--- config.mk ---
export PLATFORM = sky130hd
export DESIGN_NAME = filter_sched
export DESIGN_NICKNAME = d
export VERILOG_FILES = /design/src/rtl/filter_sched.sv
export SDC_FILE = /design/constraint.sdc
export NUM_CORES = 1
export LEC_CHECK = 0
export ABC_AREA = 1
export CAP_MARGIN = 20
export CELL_PAD_IN_SITES_DETAIL_PLACEMENT = 0
export CELL_PAD_IN_SITES_GLOBAL_PLACEMENT = 2
export CORE_MARGIN = 2
export CORE_UTILIZATION = 42
export CTS_BUF_LIST = sky130_fd_sc_hd__clkbuf_2 sky130_fd_sc_hd__clkbuf_4 sky130_fd_sc_hd__clkbuf_8
export DETAILED_ROUTE_END_ITERATION = 12
export DONT_BUFFER_PORTS = 1
export HOLD_SLACK_MARGIN = 0.15
export PLACE_DENSITY_LB_ADDON = 0.1
export SYNTH_ARGS = -nofsm -noshare
export SYNTH_HDL_FRONTEND = slang
export SYNTH_SLANG_ARGS = --single-unit
--- constraint.sdc ---
create_clock -name clk -period 3.4 [get_ports clk]
set_clock_uncertainty 0.2 [all_clocks]
set_input_delay 0.34 -clock clk [delete_from_list [all_inputs] [get_ports clk]]
set_output_delay 0.34 -clock clk [all_outputs]
set_load 0.05 [all_outputs]
--- src/rtl/filter_sched.sv ---
// Four-channel encoder-line debounce filter that time-shares one stability evaluator.
// Define FILTER_SCHED_CHG_EN to add the chg/chg_ch change-event outputs.
module filter_sched #(
    parameter int size = 3,
    parameter int div  = 0
) (
    input  logic       clk,
    input  logic       rst,
    input  logic [3:0] q,
    output logic [3:0] qf
`ifdef FILTER_SCHED_CHG_EN
    ,
    output logic       chg,
    output logic [1:0] chg_ch
`endif
);

    localparam logic [7:0] reload = 8'(div);

    logic [7:0]      cnt;
    logic [1:0]      idx;
    logic [size-1:0] hist [4];

    logic            service;
    logic [size-1:0] cur_hist;
    logic            cur_qf;
    logic            new_qf;
    logic            sample;

    // The decision uses the history as it stood before this slot's sample shifts in.
    always_comb begin
        service  = (cnt == 8'd0);
        cur_hist = hist[idx];
        cur_qf   = qf[idx];
        sample   = q[idx];
        new_qf   = cur_qf;
        if (&cur_hist) begin
            new_qf = 1'b1;
        end else if (~|cur_hist) begin
            new_qf = 1'b0;
        end
    end

    always_ff @(posedge clk or negedge rst) begin
        if (!rst) begin
            cnt <= 8'd0;
        end else if (service) begin
            cnt <= reload;
        end else begin
            cnt <= cnt - 8'd1;
        end
    end

    always_ff @(posedge clk or negedge rst) begin
        if (!rst) begin
            idx <= 2'd0;
        end else if (service) begin
            idx <= idx + 2'd1;
        end
    end

    always_ff @(posedge clk or negedge rst) begin
        if (!rst) begin
            for (int ch = 0; ch < 4; ch++) begin
                hist[ch] <= '0;
            end
        end else begin
            for (int ch = 0; ch < 4; ch++) begin
                if (service && (idx == 2'(ch))) begin
                    hist[ch] <= {hist[ch][size-2:0], sample};
                end
            end
        end
    end

    always_ff @(posedge clk or negedge rst) begin
        if (!rst) begin
            qf <= 4'd0;
        end else if (service) begin
            qf[idx] <= new_qf;
        end
    end

`ifdef FILTER_SCHED_CHG_EN
    // chg_ch keeps the last reported channel between events.
    always_ff @(posedge clk or negedge rst) begin
        if (!rst) begin
            chg    <= 1'b0;
            chg_ch <= 2'd0;
        end else begin
            chg <= service && (new_qf != cur_qf);
            if (service && (new_qf != cur_qf)) begin
                chg_ch <= idx;
            end
        end
    end
`endif

endmodule

**Word-level counts from Yosys, hierarchy flattened**

Index checks and enable logic that the tools add are counted.

- Add/sub/neg operators: 2
- $lt $le $gt $ge: 3
- Equality and inequality tests: 3
- Muxes and demuxes: 13
- Bitwise operators: 1
- Reductions and logical operators: 9

Operators with widths:

| cell | count |
|---|---|
| 8-bit zero test | 1 |
| 8-bit two-way mux | 1 |
| 8-bit by 1-bit subtractor with 8-bit output, second input constant | 1 |
| 3-bit binary-select mux with 2-bit select | 1 |
| 3-bit two-way mux | 2 |
| 1-bit logical AND | 5 |
| 1-bit two-way mux | 5 |
| 1-bit binary-select mux with 2-bit select | 2 |
| 4-bit bitwise mux | 1 |
| 2-bit == test, second input constant | 2 |
| 3-bit greater-or-equal comparator, second input constant | 1 |
| 2-bit by 3-bit less-than comparator with 1-bit output, second input constant | 1 |
| 2-bit NOT with 3-bit output | 1 |
| 3-bit AND reduction | 1 |
| 3-bit OR reduction | 1 |
| 2-bit by 1-bit adder with 2-bit output, second input constant | 1 |
| 1-bit demux with 2-bit select | 1 |
| 2-bit by 1-bit == test with 1-bit output, second input constant | 1 |
| 2-bit by 1-bit greater-or-equal comparator with 1-bit output, second input constant | 1 |
| 2-bit zero test | 1 |

- Flip-flop bits (word level): 26
- Bits of input ports: 6
- Output and inout port bits: 4
- Word-level logic and storage cells: 38

**Longest topological paths before layout**

- Word-level depth: 8
- Gate-level depth with buffers: 9
- Mapped depth without buffers: 9

**Worst setup path after synthesis**

OpenSTA, ideal clock, no wires.

- Path kind: flip-flop to flip-flop
- Start: reg cnt[0]
- End: reg hist[11] (netlist bit)
- Setup time: 118 ps
- Arrival time: 1302 ps
- Setup slack: 1780 ps
- Cell stages (with the launch flop): 10
- Path buffers: 0
- Clock period less this slack: 1620 ps
- Cells stage by stage: dfrtp_1 -> inv_1 -> ha_1 -> nand2_2 -> nor2_4 -> nand4_4 -> nor2_4 -> inv_2 -> nand2_1 -> o21ai_2

- Cells in the longest elaborated chain, start to end: 2

Ends and longest elaborated chain:

| what | line | source |
|---|---|---|
| from (decl) | 20 | `logic [7:0] cnt;` |
| from (signal assigned) | 48 | `cnt <= reload;` |
| from (signal assigned) | 50 | `cnt <= cnt - 8'd1;` |
| 8-bit zero test | 32 | `service = (cnt == 8'd0);` |
| 1-bit logical AND | 69 | `if (service && (idx == 2'(ch))) begin` |
| to (signal, indexed assignment) | 70 | `hist[ch] <= {hist[ch][size-2:0], sample};` |
| to (decl) | 22 | `logic [size-1:0] hist [4];` |

No other way between the ends.
A chain may end at the register's enable or synchronous reset.

**Worst setup path after layout**

- Start: reg idx[0]
- End: reg qf[2]

- Cells in the longest elaborated chain, start to end: 8
- Elaborated cells between the ends (all ways): 16
- Classes of those cells: order compare (2); mux (10); bitwise (1); reduce/logical (3)

Ends and longest elaborated chain:

| what | line | source |
|---|---|---|
| from (decl) | 21 | `logic [1:0] idx;` |
| from (signal assigned) | 58 | `idx <= idx + 2'd1;` |
| 2-bit NOT with 3-bit output (not written as such) | 33 | `cur_hist = hist[idx];` |
| 3-bit binary-select mux with 2-bit select | 33 |  |
| 3-bit two-way mux (not written as such) (2 in series) | 33 |  |
| 3-bit OR reduction | 39 | `end else if (~\|cur_hist) begin` |
| 1-bit two-way mux | 39 |  |
| 1-bit two-way mux | 37 | `if (&cur_hist) begin` |
| 4-bit bitwise mux * | 80 | `qf[idx] <= new_qf;` |
| to (signal, indexed assignment) | 80 |  |
| to (decl) | 10 | `output logic [3:0] qf` |

Every way passes the cells marked *; elsewhere a longest branch is shown, timed or not. The select of a mux whose other input is x is not followed.

==> impl_metrics.toml <==
[drt]
antenna_left = 0
drt-wirelength-per-cell_um = 11.8
wl_mm = 2.56
dr.first_iter.drc_count = 34
detail_route.vias_per_cell = 4.54
drt_pre_antenna_iters = 4
vias = 986
drc = 0

[worst_setup_path]
r2r_start = "idx[0]"
cp.arrival_ps = 1850
cp_max_fo = 15
critPathRequiredTime_ps = 3420
crit_path_end_kind = "register"
cp-startpoint = "idx[0]"
cp-start-kind = "register"
worstSetupPathType = "register to register"

[clock_tree]
cts_resized = 0
cts_made_buffers = 3
clkTransAtPathRegs_ps = 150
cts.sinks = 26
cts_max_level = 1
root_buffer = "clkbuf_4"
cts.path.max_buffers = 2
cts_tree = "built"
clk_latency_ps = 320

[power_and_ir_drop]
p_int_mw = 0.458
share_seq_of_total_power_pct = 58.7
p_switching_mw = 0.153
p_clk_share_pct = 34.5
comb_power_share_pct = 6.7
p_per_area_nw_per_um2 = 406
ir_drop_uv = 171
swShare_pct = 25.0
p_leak_nw = 0.808

[cells_and_area]
multiInputGateArea_um2 = 619
final_nets = 185
seqCellArea_um2 = 651
nFillCells = 311
area_growth_pct = 9.48
n_antenna_cell = 0
final_util_pct = 48.8
drive_gt1_share_pct = 14.5

[floorplanning]
start_util_pct = 44.6
num_rows = 20
die_w_um = 61.2
die_h_um = 61.2
dieArea_um2 = 3740
core_area_um2 = 3080
num_io_pins = 10

[yosys]
yosys.area.top_type_share_pct = 47.4
avgSynthCellArea_um2 = 8.17
synthesis.area_um2 = 1370
syn_inst = 168
yosysSeqAreaShare_pct = 47.4
synthesis.nets = 179
synth.area.top_cells = "dfrtp_1 (47%), nand2_1 (16%), inv_1 (4.9%), ha_1 (4.6%), nor2_4 (4.1%)"
ys_ff_latch = 26
ys_warn_count = 0
synth_cell_types = 24
yosysTopAreaCell = "dfrtp_1"

[sta]
grt_setup_unrepaired = "no"
setup_violations = 0
tightest_slew_ps = 533
max_slew_margin_pct = 64.5
drv_slew = 0
setup_slack_ps = 1570
fin_setup_tns_ps = 0
min_period_ps = 1830
max_freq_mhz = 548
finalHoldViolCount = 0
period_share_pct = 53.7

[placement]
place_congestion = 0.721
preCtsSetupSlack_ps = 1560
dpl.hpwl_mm = 1.94
portBuffers = 0

[job]
drv_cap = 0

[global_route]
grt.overflow.total = 0
grt_max_degree = 27
grt_pass1_wl_mm = 4.43
track_usage_pct = 16.4
antenna_found_initial = 0
grt_pass1_vias = 959

[status]
status = "finished, final reports clean"

[min_path]
hold_class = "primary input to asynchronous set/reset pin"
[critical path: stages, from the launching register on]
cell and delay [ps]:
dfrtp_1 660, inv_2 210, nand2_1 100, nand2_1 60
o21ai_0 210, nand3_2 150, nand3_1 100, nand2_1 50
[timing repair]
action	4_1_cts	5_1_grt
buffers inserted	0	0
hold endpoints to repair	26	0
hold buffers	2	0
[cells in the mapped netlist, drive strengths merged]
master	instances
inv	23
xor2	3
a21oi	1
nand3	7
o21ai	15
clkinv	2
o22ai	1
ha	5
nand4	1
nand2	60
xnor2	2
dfrtp	26
or2	1
nor2	19
buf	1
nor3	1
[stage by stage]
stage	cells	hold WS [ps]	cell area, um2	power, mW
floorplan	168	-156	1370	0.387
global placement	211	-155	1420	0.397
detailed placement	211	-155	1420	0.397
CTS	217	216	1500	0.620
global route	217	210	1500	0.647
finish	217	240	1500	0.611
[sequential cells by signal, summed over array words and instances, names as in the netlist]
register	cells
cnt	8
qf	4
hist	12
idx	2
[power by group through the flow]
stage	combinational, mW	clock (mW)	sequential, mW
after CTS	0.0422	0.219	0.359
after global placement	0.0317	0	0.365
after detailed placement	0.0320	0	0.365
after global routing	0.0491	0.237	0.361
after floorplan	0.0266	0	0.361
final	0.0410	0.211	0.359
[cell type report]
type	instances	area share (%)
inverters	25	6.33
well taps	44	3.66
clock buffers	3	1.50
repair buffers	2	2.00
clock inverters	1	2.00
flip-flops and latches	26	43.3
multi-input cells	116	41.2
[worst paths after layout]
check	endpoint	slack, ps	depth (start not counted)
worst max-delay path	qf[2]	1570	7
worst min-delay path	qf[0]	240	2
worst max register to register	qf[2]	1570	7
worst min register to register	cnt[0]	240	1
max in group asynchronous	hist[1]	2610	2
min in group clk	hist[9]	240	4
[kinds of logic after synthesis]
logic type                 Yosys count  share of synthesized area (%)
AOI/OAI and AO/OA                   17                           7.38
and+or+nand+nor                     89                           30.0
xor gates and xnor gates             5                           3.19
buffers and inverters               26                           7.47
DFF                                 26                           47.4
adders and majority gates            5                           4.56
[layout by cell type (no fill, tap or decap)]
master	synthesis	routed
nand2_1	59	59
nand3_1	6	6
o22ai_1	1	1
inv_2	5	5
or2_2	1	1
clkinv_1	1	1
nand3_2	1	1
clkinv_2	1	1
dfrtp_1	26	26
clkbuf_4	0	3
buf_12	0	1
xnor2_1	2	2
inv_1	18	18
bufinv_16	0	1
nor3_1	1	1
o21ai_0	10	10
o21ai_2	4	4
a21oi_1	1	1
nand4_4	1	1
dlygate4sd3_1	0	1
nor2_1	13	13
o21ai_1	1	1
nor2_4	5	5
xor2_1	3	3
nand2_2	1	1
ha_1	5	5
nor2_2	1	1
[routing by layer]
metal / routed length [um] / up-vias / track usage (%)
li1: - / 523 / -
met1: 1270 / 450 / 22.6
met2: 1190 / 11 / 26.0
met3: 78 / 2 / 2.73
met4: 19 / 0 / 5.59
met5: 0 / - / 0
(Power assumes the default switching activity.)
==> patch: new RTL, same flow settings <==
Build with the macro `FILTER_SCHED_CHG_EN` defined.
--- a/src/rtl/filter_sched.sv
+++ b/src/rtl/filter_sched.sv
@@ -1,4 +1,6 @@
 // Four-channel encoder-line debounce filter that time-shares one stability evaluator.
 // Define FILTER_SCHED_CHG_EN to add the chg/chg_ch change-event outputs.
+`define FILTER_SCHED_CHG_EN
+
 module filter_sched #(
     parameter int size = 3,
Behaviour (old outputs only; new: chg and chg_ch): unchanged (Yosys induction, for registers that start in step).
==> patch against the original RTL <==
- fmax down 0.29%
- first-iteration DRC count down 15%
- routed wire length up 24%
- hold slack worse by 0.0059 ns
- combinational power up 58%
- power up 34%
- worst setup slack worse by 0.0053 ns
- count of clock-buffer cells in the layout up 4
- area after synthesis up 18%
- cell area up 17%
- sequential share of layout area down 2.0 points
- sequential cell count up 3
- sequential power up 24%
- largest cell class is now multi-input gates
- highest routed layer unchanged
==> patch: results <==
[pwr]
switching_share_pct = 29.8
ir_drop_uv = 228
p_leak_nw = 0.932

[cts]
cts_root_buf = "clkbuf_8"
numCtsBuffers = 5
clkTransAtPathRegs_ns = 0.06
insertion_delay_ns = 0.28
h-tree-depth = 2

[placement]
dpl.hpwl_um = 2320
port_buffers = 0
pre_cts_ws_ns = 1.59
globalplace.congestion = 0.881

[synth]
ys_top_cells_by_area = "dfrtp_1, nand2_1, ha_1"
synthFlopType = "dfrtp_1"
synth-async-reset-ratio_pct = 100
ys_warn_count = 0
synth_common_cells = "nand2_1, dfrtp_1, inv_1"
synth.distinct_cells = 31
ys_seq_area_share_pct = 44.9

[drt]
drt-total-wl_um = 3160
dr_wl_met3_um = 176
route.met2.wl_um = 1480
num_vias = 1141
drt_iter0_drc = 29
highest_layer = "met4"
wl_met1_um = 1410

[grt]
grt_pass1_wl_um = 5620
grt_pass1_vias = 1167
grt.total_usage_pct = 17.7
grt_max_degree = 30

[final_layout]
drive_gt1_share_pct = 19.5
diodes = 0
num-nets-final = 200

[timing]
holdWs_ns = 0.234
setup_viol = 0
worstMarginPinSlew_ns = 0.561

[critical_path]
rr_endpoint = "chg_ch[1]"
cp_max_fo = 15
worstPathArrival_ns = 1.80
r2r_cells = 9

[min_path]
hold_end = "cnt[0]"
min_path_type = "reg -> reg"

[run_status]
status = "finished, final reports clean"
## patch: worst max-delay path by stage
stage / from / end / slack (ns)
3_3_place_gp: idx[0] / qf[0] / 1.59
2_1_floorplan: cnt[0] / qf[1] / 1.78
3_5_place_dp: cnt[0] / qf[1] / 1.59
4_1_cts: cnt[0] / qf[1] / 1.57
5_1_grt: idx[0] / qf[2] / 1.40
6_report: idx[0] / chg_ch[1] / 1.57
## patch: timing repair
action,in CTS,in global routing
hold endpoints to repair,29,0
hold buffers,2,0
resized for setup,0,0
endpoints found under the setup margin,0,0
## patch: metal layers
| metal | global-route usage [%] | vias to the layer above |
|---|---|---|
| li1 | - | 588 |
| met1 | 20.5 | 518 |
| met2 | 29.0 | 25 |
| met3 | 6.47 | 10 |
| met4 | 8.42 | 0 |
| met5 | 0 | - |
## patch: power by group through the flow
stage	clock [W]	sequential, W	combinational [W]
after floorplan	0	0.000446	0.0000455
after global placement	0	0.000453	0.0000532
after detailed placement	0	0.000454	0.0000549
after CTS	0.000324	0.000447	0.0000662
after global routing	0.000340	0.000450	0.0000775
final	0.000308	0.000446	0.0000646
## patch: layout make-up
cell class / count / area, sq um
clock inverter: 1 / 5.00
timing repair buffer: 2 / 30.0
multi-input combinational: 128 / 736
sequential: 29 / 726
clock buffer: 7 / 96.3
fill: 373 / 1930
inverter: 23 / 105
tap: 48 / 60.1
## patch: worst max-delay path, delay by kind of cell (launching register included)
family                 cells  cell delay, ns
flip-flops                 1            0.65
buffers and inverters      1            0.13
AND/OR/NAND/NOR            8            0.74
## patch: metrics by stage
step	std cells	cell area, sq um
floorplan	184	1620
global placement	228	1630
detailed placement	228	1630
CTS	238	1760
global route	238	1760
finish	238	1760
## patch: cell families after synthesis
logic type / after synthesis / share of synthesized area (%)
AO/OA/AOI/OAI: 21 / 7.73
XOR/XNOR: 4 / 2.17
adder cells (fa/ha/maj): 5 / 3.87
buffers and inverters: 27 / 9.67
flip-flops: 29 / 44.9
AND/OR/NAND/NOR: 98 / 31.7
